### src/rtl/scoreboard_hazard_unit_if.sv
// Hazard handshake between ID/WB/EX (master side) and the scoreboard hazard unit (slave side).
// Carries the decode-stage register names, retire/redirect events, and the stall/flush/status results.
interface scoreboard_hazard_unit_if #(
   parameter int CNT_W = 32
);
   logic             id_valid;
   logic [4:0]       id_rs1_addr;
   logic [4:0]       id_rs2_addr;
   logic [4:0]       id_rd_addr;
   logic             id_reg_write;
   logic             wb_reg_write;
   logic [4:0]       wb_rd_addr;
   logic             ex_redirect;
   logic             stall;
   logic             flush;
   logic [31:0]      pending_mask;
   logic [CNT_W-1:0] stall_count;
   logic             sb_overflow;

   modport master (
      output id_valid, id_rs1_addr, id_rs2_addr, id_rd_addr, id_reg_write,
      output wb_reg_write, wb_rd_addr, ex_redirect,
      input  stall, flush, pending_mask, stall_count, sb_overflow
   );

   modport slave (
      input  id_valid, id_rs1_addr, id_rs2_addr, id_rd_addr, id_reg_write,
      input  wb_reg_write, wb_rd_addr, ex_redirect,
      output stall, flush, pending_mask, stall_count, sb_overflow
   );
endinterface

### src/rtl/scoreboard_hazard_unit.sv
// Per-register in-flight write scoreboard driving stall/flush into ID; stall and flush are
// combinational (zero latency), scoreboard updates are seen one cycle after the edge; stall is the backpressure.
module scoreboard_hazard_unit #(
   parameter int PEND_W       = 2,
   parameter int FLUSH_CYCLES = 1,
   parameter int BYPASS_WB    = 1,
   parameter int CNT_W        = 32
) (
   input  logic                    clk,
   input  logic                    reset,
   scoreboard_hazard_unit_if.slave sb
);
   localparam logic [PEND_W-1:0] CNT_MAX   = '1;
   localparam logic [PEND_W-1:0] CNT_ONE   = PEND_W'(1);
   localparam logic [2:0]        HOLD_INIT = 3'(FLUSH_CYCLES - 1);

   logic [PEND_W-1:0] cnt [32];
   logic [2:0]        hold;
   logic [CNT_W-1:0]  stall_cnt;
   logic              ovf;

   logic [31:0] nz_vec, one_vec, full_vec, inc_vec, dec_vec;
   logic        haz1, haz2, flush_i, stall_i, issue;

   // Bit 0 of every vector stays clear so x0 is never tracked.
   always_comb begin
      nz_vec   = '0;
      one_vec  = '0;
      full_vec = '0;
      for (int i = 1; i < 32; i++) begin
         nz_vec[i]   = (cnt[i] != '0);
         one_vec[i]  = (cnt[i] == CNT_ONE);
         full_vec[i] = (cnt[i] == CNT_MAX);
      end
   end

   always_comb begin
      haz1 = nz_vec[sb.id_rs1_addr] &&
             !((BYPASS_WB != 0) && sb.wb_reg_write &&
               (sb.wb_rd_addr == sb.id_rs1_addr) && one_vec[sb.id_rs1_addr]);
      haz2 = nz_vec[sb.id_rs2_addr] &&
             !((BYPASS_WB != 0) && sb.wb_reg_write &&
               (sb.wb_rd_addr == sb.id_rs2_addr) && one_vec[sb.id_rs2_addr]);
      flush_i = reset && (sb.ex_redirect || (hold != '0));
      stall_i = reset && sb.id_valid && !flush_i && (haz1 || haz2);
      issue   = sb.id_valid && !stall_i && !flush_i;
      inc_vec = (issue && sb.id_reg_write) ? ((32'd1 << sb.id_rd_addr) & ~32'd1) : '0;
      dec_vec = sb.wb_reg_write ? ((32'd1 << sb.wb_rd_addr) & ~32'd1) : '0;
   end

   always_ff @(posedge clk or negedge reset) begin
      if (!reset) begin
         for (int i = 0; i < 32; i++) cnt[i] <= '0;
         hold      <= '0;
         stall_cnt <= '0;
         ovf       <= 1'b0;
      end else begin
         // Issue and retire on the same register cancel out.
         for (int i = 0; i < 32; i++) begin
            if (inc_vec[i] && !dec_vec[i]) begin
               if (!full_vec[i]) cnt[i] <= cnt[i] + CNT_ONE;
            end else if (dec_vec[i] && !inc_vec[i] && nz_vec[i]) begin
               cnt[i] <= cnt[i] - CNT_ONE;
            end
         end
         if (|(inc_vec & ~dec_vec & full_vec)) ovf <= 1'b1;
         if (sb.ex_redirect)    hold <= HOLD_INIT;
         else if (hold != '0)   hold <= hold - 3'd1;
         if (stall_i && (stall_cnt != '1)) stall_cnt <= stall_cnt + CNT_W'(1);
      end
   end

   assign sb.stall        = stall_i;
   assign sb.flush        = flush_i;
   assign sb.pending_mask = reset ? nz_vec : '0;
   assign sb.stall_count  = stall_cnt;
   assign sb.sb_overflow  = ovf;
endmodule

### src/flat_wrapper.sv
// flat-port wrapper written by rule: the top's interface ports become plain ports
module scoreboard_hazard_unit_flat 
#(
   parameter int PEND_W       = 2,
   parameter int FLUSH_CYCLES = 1,
   parameter int BYPASS_WB    = 1,
   parameter int CNT_W        = 32
)
  (clk, reset, sb_id_valid, sb_id_rs1_addr, sb_id_rs2_addr, sb_id_rd_addr, sb_id_reg_write, sb_wb_reg_write, sb_wb_rd_addr, sb_ex_redirect, sb_stall, sb_flush, sb_pending_mask, sb_stall_count, sb_sb_overflow);
  scoreboard_hazard_unit_if #(.CNT_W(CNT_W)) sb_i ();
  input  logic clk;
  input  logic reset;
  input wire logic [$bits(sb_i.id_valid)-1:0] sb_id_valid;
  input wire logic [$bits(sb_i.id_rs1_addr)-1:0] sb_id_rs1_addr;
  input wire logic [$bits(sb_i.id_rs2_addr)-1:0] sb_id_rs2_addr;
  input wire logic [$bits(sb_i.id_rd_addr)-1:0] sb_id_rd_addr;
  input wire logic [$bits(sb_i.id_reg_write)-1:0] sb_id_reg_write;
  input wire logic [$bits(sb_i.wb_reg_write)-1:0] sb_wb_reg_write;
  input wire logic [$bits(sb_i.wb_rd_addr)-1:0] sb_wb_rd_addr;
  input wire logic [$bits(sb_i.ex_redirect)-1:0] sb_ex_redirect;
  output wire logic [$bits(sb_i.stall)-1:0] sb_stall;
  output wire logic [$bits(sb_i.flush)-1:0] sb_flush;
  output wire logic [$bits(sb_i.pending_mask)-1:0] sb_pending_mask;
  output wire logic [$bits(sb_i.stall_count)-1:0] sb_stall_count;
  output wire logic [$bits(sb_i.sb_overflow)-1:0] sb_sb_overflow;
  assign sb_i.id_valid = sb_id_valid;
  assign sb_i.id_rs1_addr = sb_id_rs1_addr;
  assign sb_i.id_rs2_addr = sb_id_rs2_addr;
  assign sb_i.id_rd_addr = sb_id_rd_addr;
  assign sb_i.id_reg_write = sb_id_reg_write;
  assign sb_i.wb_reg_write = sb_wb_reg_write;
  assign sb_i.wb_rd_addr = sb_wb_rd_addr;
  assign sb_i.ex_redirect = sb_ex_redirect;
  assign sb_stall = sb_i.stall;
  assign sb_flush = sb_i.flush;
  assign sb_pending_mask = sb_i.pending_mask;
  assign sb_stall_count = sb_i.stall_count;
  assign sb_sb_overflow = sb_i.sb_overflow;
  scoreboard_hazard_unit #(.PEND_W(PEND_W), .FLUSH_CYCLES(FLUSH_CYCLES), .BYPASS_WB(BYPASS_WB), .CNT_W(CNT_W)) u_core (.clk(clk), .reset(reset), .sb(sb_i));
endmodule
### config.mk
export PLATFORM = sky130hd
export DESIGN_NAME = scoreboard_hazard_unit_flat
export DESIGN_NICKNAME = d
export VERILOG_FILES = /design/src/rtl/scoreboard_hazard_unit_if.sv /design/src/rtl/scoreboard_hazard_unit.sv /design/src/flat_wrapper.sv
export SDC_FILE = /design/constraint.sdc
export NUM_CORES = 1
export LEC_CHECK = 0
export ABC_AREA = 1
export BUFFER_PORTS_ARGS = -buffer_cell sky130_fd_sc_hd__buf_2
export CORE_ASPECT_RATIO = 1.5
export CORE_MARGIN = 4
export CORE_UTILIZATION = 53
export CTS_BUF_LIST = sky130_fd_sc_hd__clkbuf_16
export CTS_CLUSTER_DIAMETER = 100
export DETAILED_ROUTE_END_ITERATION = 8
export PLACE_DENSITY = 0.8
export RECOVER_POWER = 25
export SYNTH_ARGS = -nofsm -noshare
export SYNTH_HDL_FRONTEND = slang
export SYNTH_SLANG_ARGS = --single-unit
### constraint.sdc
create_clock -name clk -period 3.01 [get_ports clk]
set_input_delay 0.903 -clock clk [delete_from_list [all_inputs] [get_ports clk]]
set_output_delay 0.903 -clock clk [all_outputs]
set_load 0.1 [all_outputs]
==> impl_metrics.json, run 1 <==
{
  "cp_cell_sequence": "buf_2, clkinvlp_4, nand2_1, o2111ai_2, nor3_2, nand3_1, nand2_1, nand2_2, nand2_2, clkinvlp_4, buf_12",
  "synth-edff-count": 0,
  "maxSlewHeadroom": 0.0184,
  "grt_max_degree": 67,
  "final_antenna_net_count": 0,
  "clock_buffer_count_from_cts": 9,
  "count_of_boundary_i_o_pins": 93,
  "globalRoute.totalOverflow": 0,
  "initialDrtViolationCount": 798,
  "async_reset_ff_frac": 1.00,
  "setup_slack_ns": -0.224,
  "die_y_microns": 170,
  "clock_tree.buffer_depth": 2,
  "fin_crit_ns": 3.23,
  "synth_area_sq_um": 9300,
  "stages_on_the_worst_setup_path": 11,
  "drt_pass1_iterations": 6,
  "cpLargestDelayFamily": "simple AND/OR/NAND/NOR gates",
  "post_drt_wl_per_cell_microns": 18.1,
  "clock-skew-final_ns": 0.0154,
  "critical_path.endpoint": "sb_stall",
  "syn2layout_area_growth_pct": 27.8,
  "finalCritPeriodShare": 1.07,
  "tritoncts_clock_tree": "yes",
  "dp_wirelength_mm": 24.0,
  "rows": 59,
  "setup-violations-final": 1,
  "irDropWorstVdd_uv": 741,
  "htreeDepth": 3,
  "postCtsHoldBufs": 0,
  "top_count_cell_post_synth": "sky130_fd_sc_hd__nand2_1",
  "clk_pin_slew_ns": 0.07,
  "hold_viol_final": 0,
  "netlist-cell-type-count": 31,
  "detailroute.via_count": 9703,
  "drt_drc_violations_left": 0,
  "place_area_sq_um": 11100,
  "criticalPathCategory": "input port to output pin",
  "timing.critical_path.from_type": "input port",
  "postRouteWirelength_mm": 31.0,
  "synth_top_area_cell": "sky130_fd_sc_hd__dfrtp_1",
  "failing_checks": "setup timing",
  "critical_path_required_ns": 2.11,
  "post_drt_via_cell_ratio": 5.67,
  "final_replace_weighted_congestion": 1.10,
  "p_leak_uw": 0.00585,
  "postSynthNetCount": 1492,
  "slowest_stage_delay_cp_ns": 0.25,
  "grt_antenna_before_repair": 4,
  "regToRegEndpoint": "u_core.sb.sb_overflow$_DFFE_PN0P_",
  "status": "finished, violations left",
  "number_of_buffer_cells_added_on_primary_ports": 91,
  "largest_driver_fanout_on_the_critical_path": 3,
  "syn_area_per_cell_sq_um": 6.94,
  "maxCapViolations": 0,
  "ff2ff_setup_slack_ns": 0.17,
  "drive_gt1_frac": 0.173,
  "timing.critical_path.buf_inv": 4,
  "timing_worst_slew_pin_value_ns": 1.47,
  "post_synth_inst_count": 1340,
  "stdcell_area_sq_um": 11900,
  "clk_latency_ns": 0.37,
  "fin_hold_ws_ns": 0.504,
  "critical_path.endpoint_type": "output pin",
  "initial_utilization": 0.538,
  "launch_instance_of_the_worst_register_to_register_path": "u_core.cnt[22]$_DFFE_PN0P_",
  "grt_setup_unrepaired": "yes",
  "fmax_mhz": 309,
  "first_global_vias": 9440,
  "fp.dieW_microns": 116,
  "power_per_cell_area_nw_per_um2": 792,
  "post_synthesis_sequential_area_ratio": 0.264,
  "grt_pass1_wl_mm": 47.9,
  "timing.hold.worst.class": "flip-flop to flip-flop",
  "ctsRootBufferMaster": "sky130_fd_sc_hd__clkbuf_16",
  "crit_arrival_ns": 2.33,
  "clkSinkCount": 98,
  "synthesis.yosys.warnings": 0,
  "grt_use_total": 0.312,
  "yosys-top-cells-count": "sky130_fd_sc_hd__nand2_1 (320), sky130_fd_sc_hd__inv_1 (190), sky130_fd_sc_hd__nand3_1 (152)",
  "synth_top_cells_by_area": "sky130_fd_sc_hd__dfrtp_1 (26%), sky130_fd_sc_hd__ha_1 (17%), sky130_fd_sc_hd__nand2_1 (13%), sky130_fd_sc_hd__nand3_1 (8.2%), sky130_fd_sc_hd__xor2_1 (7.7%)",
  "finish.net_count": 1643,
  "yosys_top_cell_area_share": 0.264,
  "startpoint": "sb_id_rs2_addr[2]",
  "die-area_sq_um": 19800,
  "core_area_sq_um": 17300,
  "ys_dominant_reg_cell": "sky130_fd_sc_hd__dfrtp_1",
  "cpMaxStageDelayCell": "sky130_fd_sc_hd__nor3_2",
  "drv_slew": 0,
  "r2r_worst_path_depth": 22,
  "synth_seq_cells": 98
}
==> routing by layer <==
| layer | wire length [microns] | GRT usage | vias to the layer above |
|---|---|---|---|
| li1 | - | - | 4576 |
| met4 | 2410 | 0.214 | 4 |
| met1 | 10900 | 0.341 | 4464 |
| met2 | 15300 | 0.540 | 496 |
| met3 | 2370 | 0.0527 | 163 |
| met5 | 24 | 0 | - |
==> report_power, final <==
part / internal, uW / switching (uW) / total (uW)
clock: 579 / 595 / 1170
sequential: 1810 / 469 / 2280
combinational: 2090 / 3860 / 5950
total: 4480 / 4930 / 9410
==> state kept, by name, summed over array words and instances, names as in the netlist <==
signal	count
u_core.sb.stall_count	32
u_core.cnt	62
u_core.sb.sb_overflow	1
u_core.hold	3
==> logic make-up after synthesis <==
group,Yosys count,share of synthesized area
and+or+nand+nor,699,0.322
DFF,98,0.264
other,1,0.000403
xor gates and xnor gates,93,0.0876
buffers and inverters,240,0.103
AOI/OAI and AO/OA,83,0.0534
adders and majority gates,126,0.170
==> worst reg2reg max path, stage by stage (launching register included) <==
cell and delay (ns):
sky130_fd_sc_hd__dfrtp_1 0.43, sky130_fd_sc_hd__inv_1 0.09, sky130_fd_sc_hd__ha_1 0.27, sky130_fd_sc_hd__nand2_4 0.09
sky130_fd_sc_hd__nand2_2 0.05, sky130_fd_sc_hd__nand2_2 0.06, sky130_fd_sc_hd__nand3_2 0.06, sky130_fd_sc_hd__nand3_2 0.09
sky130_fd_sc_hd__nand2_1 0.06, sky130_fd_sc_hd__nand2_1 0.07, sky130_fd_sc_hd__nand2_1 0.05, sky130_fd_sc_hd__inv_1 0.04
sky130_fd_sc_hd__nand2_1 0.06, sky130_fd_sc_hd__nand2_2 0.10, sky130_fd_sc_hd__buf_4 0.13, sky130_fd_sc_hd__a21oi_4 0.06
sky130_fd_sc_hd__buf_12 0.17, sky130_fd_sc_hd__nand4_1 0.22, sky130_fd_sc_hd__nand2_1 0.08, sky130_fd_sc_hd__nor2_1 0.29
sky130_fd_sc_hd__nand2_1 0.09, sky130_fd_sc_hd__nor2_1 0.11, sky130_fd_sc_hd__nand2_1 0.06
==> metrics by stage <==
step	power, uW	cells	setup WS [ns]	util	setup TNS (ns)
after floorplan	6170	1340	-0.355	-	-11.09
after CTS	9280	1703	-0.186	0.670	-0.186
final	9410	1711	-0.224	0.688	-0.224
after global routing	10000	1711	-0.275	0.688	-0.391
after detailed placement	8000	1683	-0.357	0.641	-20.67
after global placement	7840	1683	-0.368	0.641	-19.05
==> cell usage in the layout, fill, tap and decap left out, types with 28 or more instances in the layout <==
| cell | count |
|---|---|
| sky130_fd_sc_hd__nand2_1 | 306 |
| sky130_fd_sc_hd__inv_1 | 188 |
| sky130_fd_sc_hd__nor2_1 | 139 |
| sky130_fd_sc_hd__nand3_1 | 124 |
| sky130_fd_sc_hd__ha_1 | 124 |
| sky130_fd_sc_hd__dfrtp_1 | 98 |
| sky130_fd_sc_hd__xor2_1 | 82 |
| sky130_fd_sc_hd__buf_4 | 69 |
| sky130_fd_sc_hd__buf_2 | 54 |
| sky130_fd_sc_hd__nand4_1 | 50 |
| sky130_fd_sc_hd__buf_12 | 46 |
| sky130_fd_sc_hd__o21ai_0 | 36 |
| sky130_fd_sc_hd__nand3_2 | 28 |
| sky130_fd_sc_hd__nor3_1 | 28 |
==> worst min-delay path by stage <==
stage,slack (ns),from,cells past startpoint,end
2_1_floorplan,0.45,u_core.hold[1]$_DFFE_PN0N_,2,u_core.hold[1]$_DFFE_PN0N_
3_3_place_gp,0.47,u_core.hold[1]$_DFFE_PN0N_,2,u_core.hold[1]$_DFFE_PN0N_
3_5_place_dp,0.49,u_core.hold[1]$_DFFE_PN0N_,2,u_core.hold[1]$_DFFE_PN0N_
4_1_cts,0.51,u_core.hold[1]$_DFFE_PN0N_,2,u_core.hold[1]$_DFFE_PN0N_
5_1_grt,0.53,u_core.sb.stall_count[22]$_DFFE_PN0P_,1,u_core.sb.stall_count[22]$_DFFE_PN0P_
6_report,0.50,u_core.hold[1]$_DFFE_PN0N_,2,u_core.hold[1]$_DFFE_PN0N_
==> cell type report <==
type                            count  area, sq um
Antenna cell                        2         5.00
Clock buffer                        9          225
Clock inverter                      7         60.1
Fill cell                        1477         5400
Inverter                          197          783
Multi-Input combinational cell   1002         6120
Sequential cell                    98         2450
Tap cell                          213          267
Timing Repair Buffer              183         1960
==> timing repair <==
item,in CTS,in global routing
setup buffers,1,2
pin swaps,11,26
cloned,3,4
resized for setup,36,50
endpoints found under the setup margin,2,42
No activity file was read; power rests on OpenSTA's default activity.
==> inputs of run 2 (changes only) <==
--- a/config.mk
+++ b/config.mk
@@ -9,11 +9,11 @@
 export BUFFER_PORTS_ARGS = -buffer_cell sky130_fd_sc_hd__buf_2
 export CORE_ASPECT_RATIO = 1.5
 export CORE_MARGIN = 4
-export CORE_UTILIZATION = 53
+export CORE_UTILIZATION = 50
 export CTS_BUF_LIST = sky130_fd_sc_hd__clkbuf_16
 export CTS_CLUSTER_DIAMETER = 100
 export DETAILED_ROUTE_END_ITERATION = 8
-export PLACE_DENSITY = 0.8
+export PLACE_DENSITY = 0.76
 export RECOVER_POWER = 25
 export SYNTH_ARGS = -nofsm -noshare
 export SYNTH_HDL_FRONTEND = slang
==> run 2 against run 1 <==
Effect of this change: the flow finishes with violations (capacitance limit, slew limit, setup timing); clock power barely moved; sequential power barely moved; clock skew fell by 0.0055 ns; sequential share of layout area fell by 1.7 points; power rose by 3.9%; combinational power rose by 5.5%; maximum frequency fell by 0.65%; global-route usage fell by 1.1 points; hold slack got worse by 0.016 ns; register-to-register slack got worse by 0.24 ns; clock-buffer cell count did not move.
==> impl_metrics.json, run 2 (same netlist as run 1, synthesis figures left out) <==
{
  "status": "finished, violations left",
  "failing_checks": "capacitance limit, slew limit, setup timing",
  "dp_wirelength_mm": 23.7,
  "crit_arrival_ns": 2.35,
  "final_antenna_net_count": 0,
  "fmax_mhz": 307,
  "fin_crit_ns": 3.26,
  "die_y_microns": 175,
  "clkSinkCount": 98,
  "criticalPathCategory": "input port to output pin",
  "irDropWorstVdd_uv": 748,
  "grt_pass1_wl_mm": 49.7,
  "fillCellCount": 1330,
  "layout.cells.most_common_list": "sky130_fd_sc_hd__nand2_1 (296), sky130_fd_sc_hd__inv_1 (188), sky130_fd_sc_hd__nor2_1 (134)",
  "setup_slack_ns": -0.246,
  "largest_driver_fanout_on_the_critical_path": 9,
  "hold_viol_final": 0,
  "die-area_sq_um": 20900,
  "grt_setup_unrepaired": "yes",
  "timing_worst_slew_pin_value_ns": 1.65,
  "clk_pin_slew_ns": 0.08,
  "critical_path_required_ns": 2.11,
  "stdcell_area_sq_um": 12900,
  "fp.dieW_microns": 119,
  "drive_gt1_frac": 0.223,
  "antennaDiodeCount": 0,
  "post_drt_via_cell_ratio": 5.59,
  "globalRoute.totalOverflow": 0,
  "final_common_cell": "sky130_fd_sc_hd__nand2_1",
  "seq_area_sq_um": 2450,
  "clk_latency_ns": 0.37,
  "core_area_sq_um": 18100,
  "rows": 60,
  "clock_tree.buffer_depth": 2,
  "first_global_vias": 9673,
  "r2r_worst_path_depth": 25,
  "clock-skew-final_ns": 0.00990,
  "syn2layout_area_growth_pct": 39.1,
  "drv_slew": 63,
  "clock_buffer_count_from_cts": 9,
  "setup-violations-final": 45,
  "grt_use_total": 0.301,
  "critical_path.endpoint_type": "output pin",
  "largest_register": "u_core.cnt",
  "p_leak_uw": 0.00607,
  "postRouteWirelength_mm": 34.0,
  "fin_hold_ws_ns": 0.488,
  "timing.critical_path.from_type": "input port",
  "timing.hold.worst.class": "flip-flop to flip-flop",
  "drt_drc_violations_left": 0,
  "maxSlewHeadroom": -0.0995,
  "initial_utilization": 0.514,
  "final_core_util": 0.715,
  "grt_max_degree": 63,
  "hold_depth": 2,
  "htreeDepth": 3,
  "detailroute.via_count": 9805,
  "place_area_sq_um": 11100,
  "combined_area_of_the_multi_input_logic_cells_sq_um": 6820,
  "maxCapViolations": 1,
  "final_replace_weighted_congestion": 1.03,
  "largest_register_ff_count": 62,
  "drt_pass1_iterations": 6,
  "power_per_cell_area_nw_per_um2": 756,
  "finish.net_count": 1654,
  "post_drt_wl_per_cell_microns": 19.4,
  "finalCritPeriodShare": 1.08,
  "count_of_boundary_i_o_pins": 93,
  "tritoncts_clock_tree": "yes",
  "initialDrtViolationCount": 973,
  "grt_antenna_before_repair": 2,
  "ctsRootBufferMaster": "sky130_fd_sc_hd__clkbuf_16",
  "number_of_buffer_cells_added_on_primary_ports": 91
}
==> run 2: final timing paths <==
path | startpoint | to | slack, ns
worst min register to register | u_core.hold[2]$_DFFE_PN0N_ | u_core.hold[2]$_DFFE_PN0N_ | 0.49
worst max-delay path | sb_id_rs2_addr[2] | sb_stall | -0.25
worst min-delay path | u_core.hold[2]$_DFFE_PN0N_ | u_core.hold[2]$_DFFE_PN0N_ | 0.49
min in group asynchronous | reset | u_core.sb.stall_count[8]$_DFFE_PN0P_ | 0.61
worst max register to register | u_core.cnt[32]$_DFFE_PN0P_ | u_core.sb.sb_overflow$_DFFE_PN0P_ | -0.07
max in group asynchronous | reset | u_core.cnt[43]$_DFFE_PN0P_ | 0.42
==> run 2: where the power goes <==
group / internal (uW) / switching (uW) / total [uW]
sequential: 1810 / 501 / 2310
combinational: 2220 / 4060 / 6280
clock: 577 / 605 / 1180
total: 4610 / 5170 / 9770
==> run 2: critical path: stages <==
cell                         delay (ns)
sky130_fd_sc_hd__buf_2             0.14
sky130_fd_sc_hd__clkinv_1          0.11
sky130_fd_sc_hd__buf_12            0.15
sky130_fd_sc_hd__nand2_1           0.05
sky130_fd_sc_hd__o2111ai_1         0.09
sky130_fd_sc_hd__nor3_1            0.24
sky130_fd_sc_hd__nand3_1           0.12
sky130_fd_sc_hd__nand2_1           0.09
sky130_fd_sc_hd__nand2_2           0.10
sky130_fd_sc_hd__nand2_4           0.09
sky130_fd_sc_hd__clkinvlp_4        0.09
sky130_fd_sc_hd__buf_12            0.17
==> run 2: layout make-up <==
class / instances / area share
timing repair buffer: 194 / 0.176
tap: 248 / 0.0240
multi-input combinational: 1002 / 0.528
clock buffer: 9 / 0.0174
sequential: 98 / 0.190
clock inverter: 7 / 0.00494
inverter: 197 / 0.0603
==> run 2: timing repair <==
action                                  CTS  global route
hold buffers                              0             0
cloned                                    8             7
endpoints found under the hold margin     0             0
buffers inserted                          6             6
endpoints found under the setup margin   21            63
resized for setup                        72           142
pin swaps                                18            73
==> run 2: metrics by stage <==
stage	setup slack [ns]	total power, uW	setup TNS, ns	instances
2_1_floorplan	-0.355	6170	-11.09	1340
3_3_place_gp	-0.453	7820	-26.48	1713
3_5_place_dp	-0.415	7930	-23.83	1713
4_1_cts	-0.227	9320	-0.310	1743
5_1_grt	-0.340	10400	-10.61	1755
6_report	-0.246	9770	-2.40	1755
==> run 2: routing by layer <==
layer | vias up | track usage | routed length [microns] | part of all wire
li1 | 4602 | - | - | -
met1 | 4524 | 0.333 | 11900 | 0.35
met2 | 500 | 0.524 | 16900 | 0.50
met3 | 175 | 0.0547 | 2850 | 0.084
met4 | 4 | 0.194 | 2330 | 0.068
met5 | - | 0 | 9 | 0.00026
